<file path="src/rtl/pred_sched_pkg.sv">
// pred_pkg: shared types and helpers for the DRSSTC phase-lead predictor
// scheduler (pred_sched) and its half-period measurement block (hp_meas).
//   state_t  - encoded scheduler state, also exported on the debug port
//   cnt_w    - counter width able to hold values 0..n
//   sat_inc  - increment that sticks at a ceiling instead of wrapping
package pred_pkg;

    typedef enum logic [2:0] {
        ST_IDLE  = 3'd0,
        ST_START = 3'd1,
        ST_LOCK  = 3'd2,
        ST_RUN   = 3'd3,
        ST_FAULT = 3'd4
    } state_t;

    function automatic int cnt_w(input int n);
        return $clog2(n + 1);
    endfunction

    function automatic logic [31:0] sat_inc(input logic [31:0] v, input logic [31:0] max);
        return (v >= max) ? max : v + 32'd1;
    endfunction

endpackage

</file>
<file path="src/rtl/pred_sched_hp_meas.sv">
// hp_meas: feedback edge detector and half-period meter.
// Ports:
//   clk, rst  - clock, synchronous active-high reset
//   clr       - restart the half-period counter (start of a burst)
//   fb        - feedback polarity, already synchronised to clk
//   fb_edge   - fb differs from its registered copy this cycle
//   edge_ok   - fb_edge whose measured half-period is below CNT_MAX
//   hp_cur    - most recent half-period in clocks (saturating)
//   hp_prev   - half-period before hp_cur
//   lost      - counter lands on / sits at CNT_MAX with no edge this cycle
module hp_meas
    import pred_pkg::*;
#(
    parameter  int CNT_MAX = 255,
    localparam int W       = cnt_w(CNT_MAX)
) (
    input  logic         clk,
    input  logic         rst,
    input  logic         clr,
    input  logic         fb,
    output logic         fb_edge,
    output logic         edge_ok,
    output logic [W-1:0] hp_cur,
    output logic [W-1:0] hp_prev,
    output logic         lost
);

    localparam logic [W-1:0] MAX_V = W'(CNT_MAX);

    logic         fb_d;
    logic [W-1:0] hp_cnt;
    logic [W-1:0] hp_cnt_inc;

    assign fb_edge    = fb ^ fb_d;
    assign hp_cnt_inc = W'(sat_inc(32'(hp_cnt), CNT_MAX));

    // The value captured on an edge is hp_cnt+1, so hp_cnt == CNT_MAX-1 is
    // the first count whose capture would hit CNT_MAX. Flagging lost there
    // makes it coincide with the clock on which hp_cnt itself reaches
    // CNT_MAX, and it stays asserted while the counter is saturated.
    assign edge_ok = fb_edge && (hp_cnt < MAX_V - W'(1));
    assign lost    = !fb_edge && (hp_cnt >= MAX_V - W'(1));

    always_ff @(posedge clk) begin
        if (rst) begin
            fb_d    <= 1'b0;
            hp_cnt  <= '0;
            hp_cur  <= '0;
            hp_prev <= '0;
        end else begin
            fb_d <= fb;
            if (clr) begin
                hp_cnt <= '0;
            end else if (fb_edge) begin
                hp_cur  <= hp_cnt_inc;
                hp_prev <= hp_cur;
                hp_cnt  <= '0;
            end else begin
                hp_cnt <= hp_cnt_inc;
            end
        end
    end

endmodule

</file>
<file path="src/rtl/pred_sched.sv">
// pred_sched: burst sequencer for the DRSSTC feedback phase-lead predictor.
// Runs an open-loop start-up oscillation, waits for feedback to lock, then
// hands gate drive to the predictor with shift = mean half-period - lead.
// Ports:
//   clk, rst   - clock, synchronous active-high reset
//   en         - burst enable from the interrupter
//   fb         - synchronised primary-current feedback polarity
//   lead       - requested phase lead in clocks
//   shift      - predictor shift value (never 0)
//   shift_vld  - shift is in use (RUN only)
//   drv        - open-loop start-up drive level
//   drv_sel    - 1: gate drive from drv, 0: from predictor
//   fault      - feedback lost, held until the next burst starts
//   state      - encoded state for debug
//
//   state | meaning
//   ------+------------------------------------------------------------
//   IDLE  | no burst; waiting for en rising
//   START | open-loop drive for START_CYCLES periods, noting any feedback
//   LOCK  | open-loop drive continues; counting consecutive good edges
//   RUN   | closed loop; predictor drives the gates, shift tracks edges
//   FAULT | feedback absent or lost; drive off until en falls
module pred_sched
    import pred_pkg::*;
#(
    parameter  int CNT_MAX      = 255,
    parameter  int START_HALF   = 100,
    parameter  int START_CYCLES = 3,
    parameter  int LOCK_EDGES   = 4,
    localparam int W            = cnt_w(CNT_MAX)
) (
    input  logic         clk,
    input  logic         rst,
    input  logic         en,
    input  logic         fb,
    input  logic [W-1:0] lead,
    output logic [W-1:0] shift,
    output logic         shift_vld,
    output logic         drv,
    output logic         drv_sel,
    output logic         fault,
    output logic [2:0]   state
);

    localparam int HW    = cnt_w(START_HALF);
    localparam int TOGS  = 2 * START_CYCLES;
    localparam int TW    = cnt_w(TOGS);
    localparam int LW    = cnt_w(LOCK_EDGES);

    state_t        state_q;
    logic          en_d;
    logic [HW-1:0] half_cnt;
    logic [TW-1:0] tog_cnt;
    logic [LW-1:0] lock_cnt;
    logic          seen;
    logic          edge_q;

    logic          fb_edge;
    logic          edge_ok;
    logic          lost;
    logic          clr;
    logic [W-1:0]  hp_cur;
    logic [W-1:0]  hp_prev;
    logic [W:0]    hp_sum;
    logic [W-1:0]  hp_avg;
    logic [W-1:0]  shift_calc;
    logic          boundary;

    assign state = 3'(state_q);
    assign clr   = (state_q == ST_IDLE) && en && !en_d;

    hp_meas #(.CNT_MAX(CNT_MAX)) u_hp_meas (
        .clk     (clk),
        .rst     (rst),
        .clr     (clr),
        .fb      (fb),
        .fb_edge (fb_edge),
        .edge_ok (edge_ok),
        .hp_cur  (hp_cur),
        .hp_prev (hp_prev),
        .lost    (lost)
    );

    // Widened sum so two near-CNT_MAX half-periods cannot wrap.
    assign hp_sum     = {1'b0, hp_prev} + {1'b0, hp_cur};
    assign hp_avg     = W'(hp_sum >> 1);
    assign shift_calc = (hp_avg > lead) ? hp_avg - lead : W'(1);
    assign boundary   = (half_cnt == '0);

    always_ff @(posedge clk) begin
        if (rst) begin
            state_q   <= ST_IDLE;
            // Held high so an en already high when reset lifts is not
            // mistaken for a new burst.
            en_d      <= 1'b1;
            half_cnt  <= '0;
            tog_cnt   <= '0;
            lock_cnt  <= '0;
            seen      <= 1'b0;
            edge_q    <= 1'b0;
            shift     <= W'(1);
            shift_vld <= 1'b0;
            drv       <= 1'b0;
            drv_sel   <= 1'b1;
            fault     <= 1'b0;
        end else begin
            en_d   <= en;
            edge_q <= fb_edge;

            if (edge_q && (state_q == ST_LOCK || state_q == ST_RUN)) begin
                shift <= shift_calc;
            end

            if (state_q != ST_IDLE && !en) begin
                state_q   <= ST_IDLE;
                drv       <= 1'b0;
                drv_sel   <= 1'b1;
                shift_vld <= 1'b0;
            end else begin
                case (state_q)
                    ST_IDLE: begin
                        drv       <= 1'b0;
                        drv_sel   <= 1'b1;
                        shift_vld <= 1'b0;
                        if (clr) begin
                            state_q  <= ST_START;
                            fault    <= 1'b0;
                            drv      <= 1'b1;
                            half_cnt <= HW'(START_HALF - 1);
                            tog_cnt  <= TW'(1);
                            lock_cnt <= '0;
                            seen     <= 1'b0;
                        end
                    end

                    ST_START: begin
                        seen <= seen | fb_edge;
                        if (boundary) begin
                            half_cnt <= HW'(START_HALF - 1);
                            if (tog_cnt == TW'(TOGS)) begin
                                if (seen || fb_edge) begin
                                    state_q <= ST_LOCK;
                                    drv     <= ~drv;
                                end else begin
                                    state_q <= ST_FAULT;
                                    fault   <= 1'b1;
                                    drv     <= 1'b0;
                                end
                            end else begin
                                drv     <= ~drv;
                                tog_cnt <= tog_cnt + TW'(1);
                            end
                        end else begin
                            half_cnt <= half_cnt - HW'(1);
                        end
                    end

                    ST_LOCK: begin
                        if (lost) begin
                            state_q  <= ST_FAULT;
                            lock_cnt <= '0;
                            fault    <= 1'b1;
                            drv      <= 1'b0;
                        end else if (boundary && lock_cnt == LW'(LOCK_EDGES)) begin
                            // Switching only on a toggle boundary avoids a
                            // truncated open-loop pulse at handover.
                            state_q   <= ST_RUN;
                            drv_sel   <= 1'b0;
                            shift_vld <= 1'b1;
                            drv       <= 1'b0;
                        end else begin
                            if (boundary) begin
                                drv      <= ~drv;
                                half_cnt <= HW'(START_HALF - 1);
                            end else begin
                                half_cnt <= half_cnt - HW'(1);
                            end
                            if (fb_edge) begin
                                if (!edge_ok) begin
                                    lock_cnt <= '0;
                                end else if (lock_cnt != LW'(LOCK_EDGES)) begin
                                    lock_cnt <= lock_cnt + LW'(1);
                                end
                            end
                        end
                    end

                    ST_RUN: begin
                        if (lost) begin
                            state_q   <= ST_FAULT;
                            shift_vld <= 1'b0;
                            drv_sel   <= 1'b1;
                            drv       <= 1'b0;
                            fault     <= 1'b1;
                        end
                    end

                    ST_FAULT: begin
                        fault <= 1'b1;
                        drv   <= 1'b0;
                    end

                    default: begin
                        state_q <= ST_IDLE;
                    end
                endcase
            end
        end
    end

endmodule

</file>
<file path="config.mk">
export PLATFORM = sky130hd
export DESIGN_NAME = pred_sched
export DESIGN_NICKNAME = d
export VERILOG_FILES = /design/src/rtl/pred_sched_pkg.sv /design/src/rtl/pred_sched_hp_meas.sv /design/src/rtl/pred_sched.sv
export SDC_FILE = /design/constraint.sdc
export NUM_CORES = 1
export LEC_CHECK = 0
export ABC_CLOCK_PERIOD_IN_PS = 4750
export CAP_MARGIN = 10
export CORE_MARGIN = 3
export CORE_UTILIZATION = 61
export CTS_BUF_LIST = sky130_fd_sc_hd__clkbuf_2
export CTS_CLUSTER_DIAMETER = 80
export DETAILED_ROUTE_END_ITERATION = 10
export PLACE_DENSITY_LB_ADDON = 0.12
export SYNTH_ARGS = -nofsm -noshare
export SYNTH_HDL_FRONTEND = slang
export SYNTH_SLANG_ARGS = --single-unit
</file>
<file path="constraint.sdc">
create_clock -name clk -period 4.75 [get_ports clk]
set_clock_uncertainty 0.15 [all_clocks]
set_input_delay 0.95 -clock clk [delete_from_list [all_inputs] [get_ports clk]]
set_output_delay 0.95 -clock clk [all_outputs]
set_load 0.03 [all_outputs]
</file>
==> results.md <==
* Initial antenna violation count at 0
* Htree depth at 2
* Max cap viols at 0
* Final instance area at 3797 um^2
* Synth cell types at 64
* DIE AREA at 6563 um^2
* CTS resizes at 0
* CP cell instances: ha_1 > a21oi_1 > a21boi_0 > o31ai_1 > or4b_2 > o311ai_0 > ha_1 > nand4_1 > a211o_1 > a21oi_1 > o21ai_0 > a21oi_1
* First-pass GRT wire length at 13190 um
* Post-layout util at 0.7206
* Average cell area after synthesis at 7.945 um^2
* IO buf count at 26
* CP required at 5.00 ns
* Crit path time final at 3.906 ns
* Vias after detailed routing at 3207
* CP bufs+invs at 0
* Core area at 5270 um^2
* Nets at 490
* Rel. slew slack at 0.3083
* Dpl hpwl at 5770 um
* Ports at 27
* Post-CTS setup buffers at 0
* Seq/Total Area, Yosys at 0.3266
* Routed WL at 7664 um
* Post-synth top cells: dfxtp_1 (56), nor2_1 (55), nand2_1 (48), a21oi_1 (31), inv_1 (28)
* Post-synth top area share at 0.3266
* Syn-to-layout area delta at 10.65%
* CP Max Fanout at 7
* All-Layer GR Usage at 0.2498
* Initial Util at 0.6512
* Synth area leader: dfxtp_1
* Worst hold slack at 0.3148 ns
* Slowest cell on the critical path: or4b_2
* Worst Hold Class: reg2reg
* TritonCTS clock tree: yes
* Status: finished, final reports clean
* Top cell by count, worst path: a21oi_1
* Fin. max-slew vios at 0
* EDFF count, synth at 0
* Overall power at 0.9386 mW
* Non-Filler Instances at 524
* Pin slew with the least headroom to its limit at 1.034 ns
* FMAX at 256.0 MHz
* Hold buffers post-CTS at 0
* PD cells at 247.2 nW/um^2
* Final Setup Violations at 0
* Setup TNS Final at 0 ns
* Num rows at 26
* Post-route ant nets at 0
* Most common cell in the netlist: dfxtp_1
* CP arrival at 4.15 ns
* Dpl cell area at 3732 um^2
* Hold Vio Cnt, Final at 0
* ANT cells at 0
* Synthesized net count at 469
* Die W at 81.01 um
* Reg clk slew, reported paths at 0.27 ns
* Share of cells above drive strength 1 at 0.04846
* Fraction of registers with async set/reset at 0
* Period utilization at 0.8224
* GRT overflow at 0
* WL/cell at 14.63 um
* Die Ht at 81.01 um
* Place WS at 0.9422 ns
* #FFs+latches synth at 56
* Main area contributors after synthesis: dfxtp_1 (33%), ha_1 (8.4%), nor2_1 (6.0%)
* Synthesized area at 3432 um^2
* Cell family with most CP delay: compound AO/OA/AOI/OAI gates
* P_leak at 1.476 nW
* Crit path kind: reg2reg
* Placed insts at 516
* Synth warn at 0
* Cells after Synth at 432
* Drt via density at 6.120
* Top_reg_cell synth: dfxtp_1
* RSZ-0062 raised after global routing: no
* Largest net degree at the start of global routing at 36
* Final Wtd Congestion at 0.9195
* DRC at 0
* Pre-antenna DRT Iters at 5
* Clock Path Buffers at 2
* Clock insertion delay at the later pin of the skew report at 0.44 ns
* Filler cells at 440
* Critical Path Max Stage Delay at 0.60 ns
* VDD IR max at 0.0002170 V
* CTS Buf Count at 5
* CTS sink cnt at 56
* CP Capture Type: flip-flop
* Setup ws final at 0.8436 ns
* Vias in the first global route at 2920
* CTS Root Cell: clkbuf_2
* Initial DRC count at 184
* CP startpoint kind: flip-flop
## logic make-up (layout without fill, tap and decap cells)
family	count (synthesis)	after routing	synth area share
AO/OA/AOI/OAI	117	117	0.2417
XOR/XNOR	9	9	0.02297
adder cells (fa/ha/maj)	25	25	0.09552
buffers and inverters	43	65	0.04994
flip-flops	56	56	0.3267
multiplexers	4	4	0.01167
AND/OR/NAND/NOR	178	178	0.2516
## per-layer routing
metal	track usage	wire, um	up-vias
li1	-	-	1596
met1	0.3434	3645	1491
met2	0.3966	3418	105
met3	0.04989	476	15
met4	0.07264	124	0
met5	0	0	-
## worst reg2reg max path, stage by stage, from the launching register on
cell      delay [ns]
dfxtp_1         0.39
ha_1            0.35
a21oi_1         0.17
a21boi_0        0.13
o31ai_1         0.28
or4b_2          0.60
o311ai_0        0.14
ha_1            0.30
nand4_1         0.17
a211o_1         0.29
a21oi_1         0.47
o21ai_0         0.25
a21oi_1         0.19
## layout by cell type (no fill, tap or decap), drive strengths merged, types with 5 or more instances in the layout
cell type / synthesis / final
a31oi: 5 / 5
inv: 28 / 28
o31ai: 5 / 5
nor3: 12 / 12
dfxtp: 56 / 56
o21a: 9 / 9
a21boi: 6 / 6
clkbuf: 7 / 6
o21ai: 14 / 14
ha: 23 / 23
nand3: 18 / 18
clkdlybuf4s50: 0 / 26
a211oi: 10 / 10
nor2b: 7 / 7
nand2b: 6 / 6
nand2: 48 / 48
nand4: 6 / 6
a21oi: 31 / 31
nor2: 56 / 56
and3: 5 / 5
xnor2: 5 / 5
## path summary, 6_finish.rpt
kind	startpoint	to	slack, ns	cells past startpoint
max	u_hp_meas.hp_cur[2]$_SDFFE_PP0P_	shift[6]$_SDFFE_PP0P_	0.84	12
max reg2reg	u_hp_meas.hp_cur[2]$_SDFFE_PP0P_	shift[6]$_SDFFE_PP0P_	0.84	12
min reg2reg	shift_vld$_SDFFE_PP0P_	shift_vld$_SDFFE_PP0P_	0.31	2
min	shift_vld$_SDFFE_PP0P_	shift_vld$_SDFFE_PP0P_	0.31	2
## flip-flops by register name, indices dropped and copies added, names as in the netlist, 3 cells and up
name,flops
shift,8
u_hp_meas.hp_cur,8
lock_cnt,3
tog_cnt,3
u_hp_meas.hp_prev,8
state,3
half_cnt,7
u_hp_meas.hp_cnt,8
## cell type report
class | count | area (um^2) | share of cell area
clock buffer | 6 | 30.03 | 0.007908
timing repair buffer | 28 | 275.3 | 0.07249
multi-input combinational | 333 | 2140 | 0.5634
clock inverter | 2 | 35.03 | 0.009226
inverter | 29 | 108.9 | 0.02867
sequential | 56 | 1121 | 0.2952
tap | 70 | 87.58 | 0.02306
## power by group
group,total (mW),switching [mW],leakage (nW),internal [mW]
combinational,0.192,0.117,0.978,0.0747
sequential,0.509,0.0204,0.455,0.488
clock,0.238,0.148,0.0430,0.0903
No activity file was read; power rests on OpenSTA's default activity.
==> patch (same flow settings) <==
`CNT_MAX` is set to 255 in 2 places; all go to 510.
--- a/src/rtl/pred_sched_hp_meas.sv
+++ b/src/rtl/pred_sched_hp_meas.sv
@@ -11,7 +11,7 @@
 module hp_meas
     import pred_pkg::*;
 #(
-    parameter  int CNT_MAX = 255,
+    parameter  int CNT_MAX = 510,
     localparam int W       = cnt_w(CNT_MAX)
 ) (
     input  logic         clk,
--- a/src/rtl/pred_sched.sv
+++ b/src/rtl/pred_sched.sv
@@ -23,7 +23,7 @@
 module pred_sched
     import pred_pkg::*;
 #(
-    parameter  int CNT_MAX      = 255,
+    parameter  int CNT_MAX      = 510,
     parameter  int START_HALF   = 100,
     parameter  int START_CYCLES = 3,
     parameter  int LOCK_EDGES   = 4,
Ports: changed (resized lead and shift); port bits go from 27 to 29. No check against the original RTL was run, so the function may have changed too.
==> patch against the unedited design <==
  * Clock power grew 61%
  * First-iteration DRC count shrank 8.7%
  * Sequential cell count grew 4
  * Fmax grew 9.9%
  * Count of clock-buffer cells in the layout grew 3
  * Final area grew 4.6%
  * Worst setup slack gained 0.35 ns
  * Synthesized area grew 2.0%
  * Routed wire length grew 3.2%
  * Die area grew 1.8%
  * Sequential share of layout area grew 0.72 points
  * Global-route usage grew 1.1 points
  * Power grew 24%
==> patch: results (changes against the unedited design) <==
Critical path
  – Critical Path AT: 3.85 ns (-0.30 ns)
  – CP Max Fanout: 9 (+2)
  – Worst Reg2Reg Path Length in Cells: 14 (+2)

Synth
  – Avg Inst Size Synth: 7.99 um^2 (+0.57%)
  – Post-synth cell types: 55 (-14%)
  – Synth top area cells: dfxtp_1, ha_1, nor2_1, a21oi_1, nand2_1
  – Syn nets: 479 (+2.1%)
  – Synth top cells by count: dfxtp_1, nor2_1, nand2_1
  – Register area share after synthesis: 34.3% (+1.7 points)

GRT
  – Largest net degree at the start of global routing: 43 (+19%)
  – Vias in the first global route: 3,104 (+6.3%)
  – Total GRT Usage: 26.1% (+1.1 points)
  – First-pass GRT wire length: 13.5 mm (+2.6%)

CTS
  – H-tree Lvls: 3 (+1)
  – Clock Latency Late Sink: 0.50 ns (+0.06 ns)
  – CTS clk-pin slew, worst paths: 0.19 ns (-0.08 ns)
  – Inserted Clock Buffers: 9 (+4)

Place
  – Port bufs: 28 (+7.7%)
  – Placed Cells: 525 (+1.7%)
  – Final Wtd Congestion: 0.913 (-0.75%)
  – Hpwl dp: 5.81 mm (+0.75%)

Timing
  – Worst-Margin Slew: 0.574 ns (-0.460 ns)

Layout
  – Final Non-Filler Cells: 541 (+3.2%)
  – Layout cells sized above 1: 6.16% (+1.3 points)
  – Nets: 507 (+3.5%)

Power and ir drop
  – Maximum resistive drop on vdd: 243 uV (+12%)
  – Cell leakage power: 0.00157 uW (+6.5%)

Min path
  – Hold depth: 2 (unchanged)

Route
  – Routed met1 length: 3.39 mm (-7.1%)
  – Final ANT Viol Nets: 0 (unchanged)
  – Drt wl/cell: 14.6 um (about the same)
  – Via density: 5.95 (-2.8%)
  – Met2 Wirelength: 3.94 mm (+15%)
  – DRT iter0 DRCs: 168 (-8.7%)
  – Routed wl met3: 377 um (-21%)

Run status
  – Outcome: complete, no violations
patch: cell types whose count changed in the layout (fill, tap and decap cells not counted), sizes merged, moves of 6 or more:
cell    delta
a21boi     -6
a21oi     +11
inv        +6
nand2      -6
nand3      -8
xnor2     +10
patch: path summary, 6_finish.rpt:
kind,startpoint,slack (ns),endpoint
worst min register to register,half_cnt[6],0.32,half_cnt[6]
worst max register to register,u_hp_meas.hp_cur[1],1.20,shift[8]
worst max-delay path,u_hp_meas.hp_cur[1],1.20,shift[8]
worst min-delay path,half_cnt[6],0.32,half_cnt[6]
patch: cells by family after synthesis:
family	share of synthesized area [%]
AO/OA/AOI/OAI	20.6
XOR/XNOR	5.26
adder cells (fa/ha/maj)	10.4
buffers and inverters	5.11
flip-flops	34.3
multiplexers	0.572
AND/OR/NAND/NOR	23.7
patch: routing by layer:
layer / up-vias / global-route usage, %
li1: 1593 / -
met1: 1503 / 29.9
met2: 96 / 45.3
met3: 25 / 6.25
met4: 0 / 12.6
met5: - / 0
patch: critical path, cell delays in order, from the launching register on:
cell,delay (ns)
dfxtp_1,0.40
inv_1,0.07
fa_1,0.46
inv_1,0.07
a21oi_1,0.05
o21bai_1,0.23
a22oi_1,0.10
a211o_1,0.28
xnor2_1,0.14
ha_1,0.37
nand3_1,0.10
a21o_1,0.19
a2111oi_4,0.55
and2_1,0.23
a32o_1,0.14
patch: metrics by stage:
| stage | area [um^2] | setup slack, ns |
|---|---|---|
| after global placement | 3830 | 1.34 |
| after global routing | 3970 | 0.806 |
| final | 3970 | 1.20 |
| after detailed placement | 3830 | 1.20 |
| after floorplan | 3500 | 1.52 |
| after CTS | 3970 | 1.18 |
patch: final cells by class:
cell class,count,area [um^2]
fill,445,1360
inverter,33,124
multi-input combinational,332,2120
tap,70,87.6
clock inverter,7,98.8
timing repair buffer,30,295
sequential,60,1200
clock buffer,9,45.0
patch: report_power, final:
group,internal (uW),leakage (uW),total (uW),switching [uW]
Combinational,96.7,0.00100,234,137
Sequential,523,0.000488,543,20.0
Clock,177,0.0000825,384,207
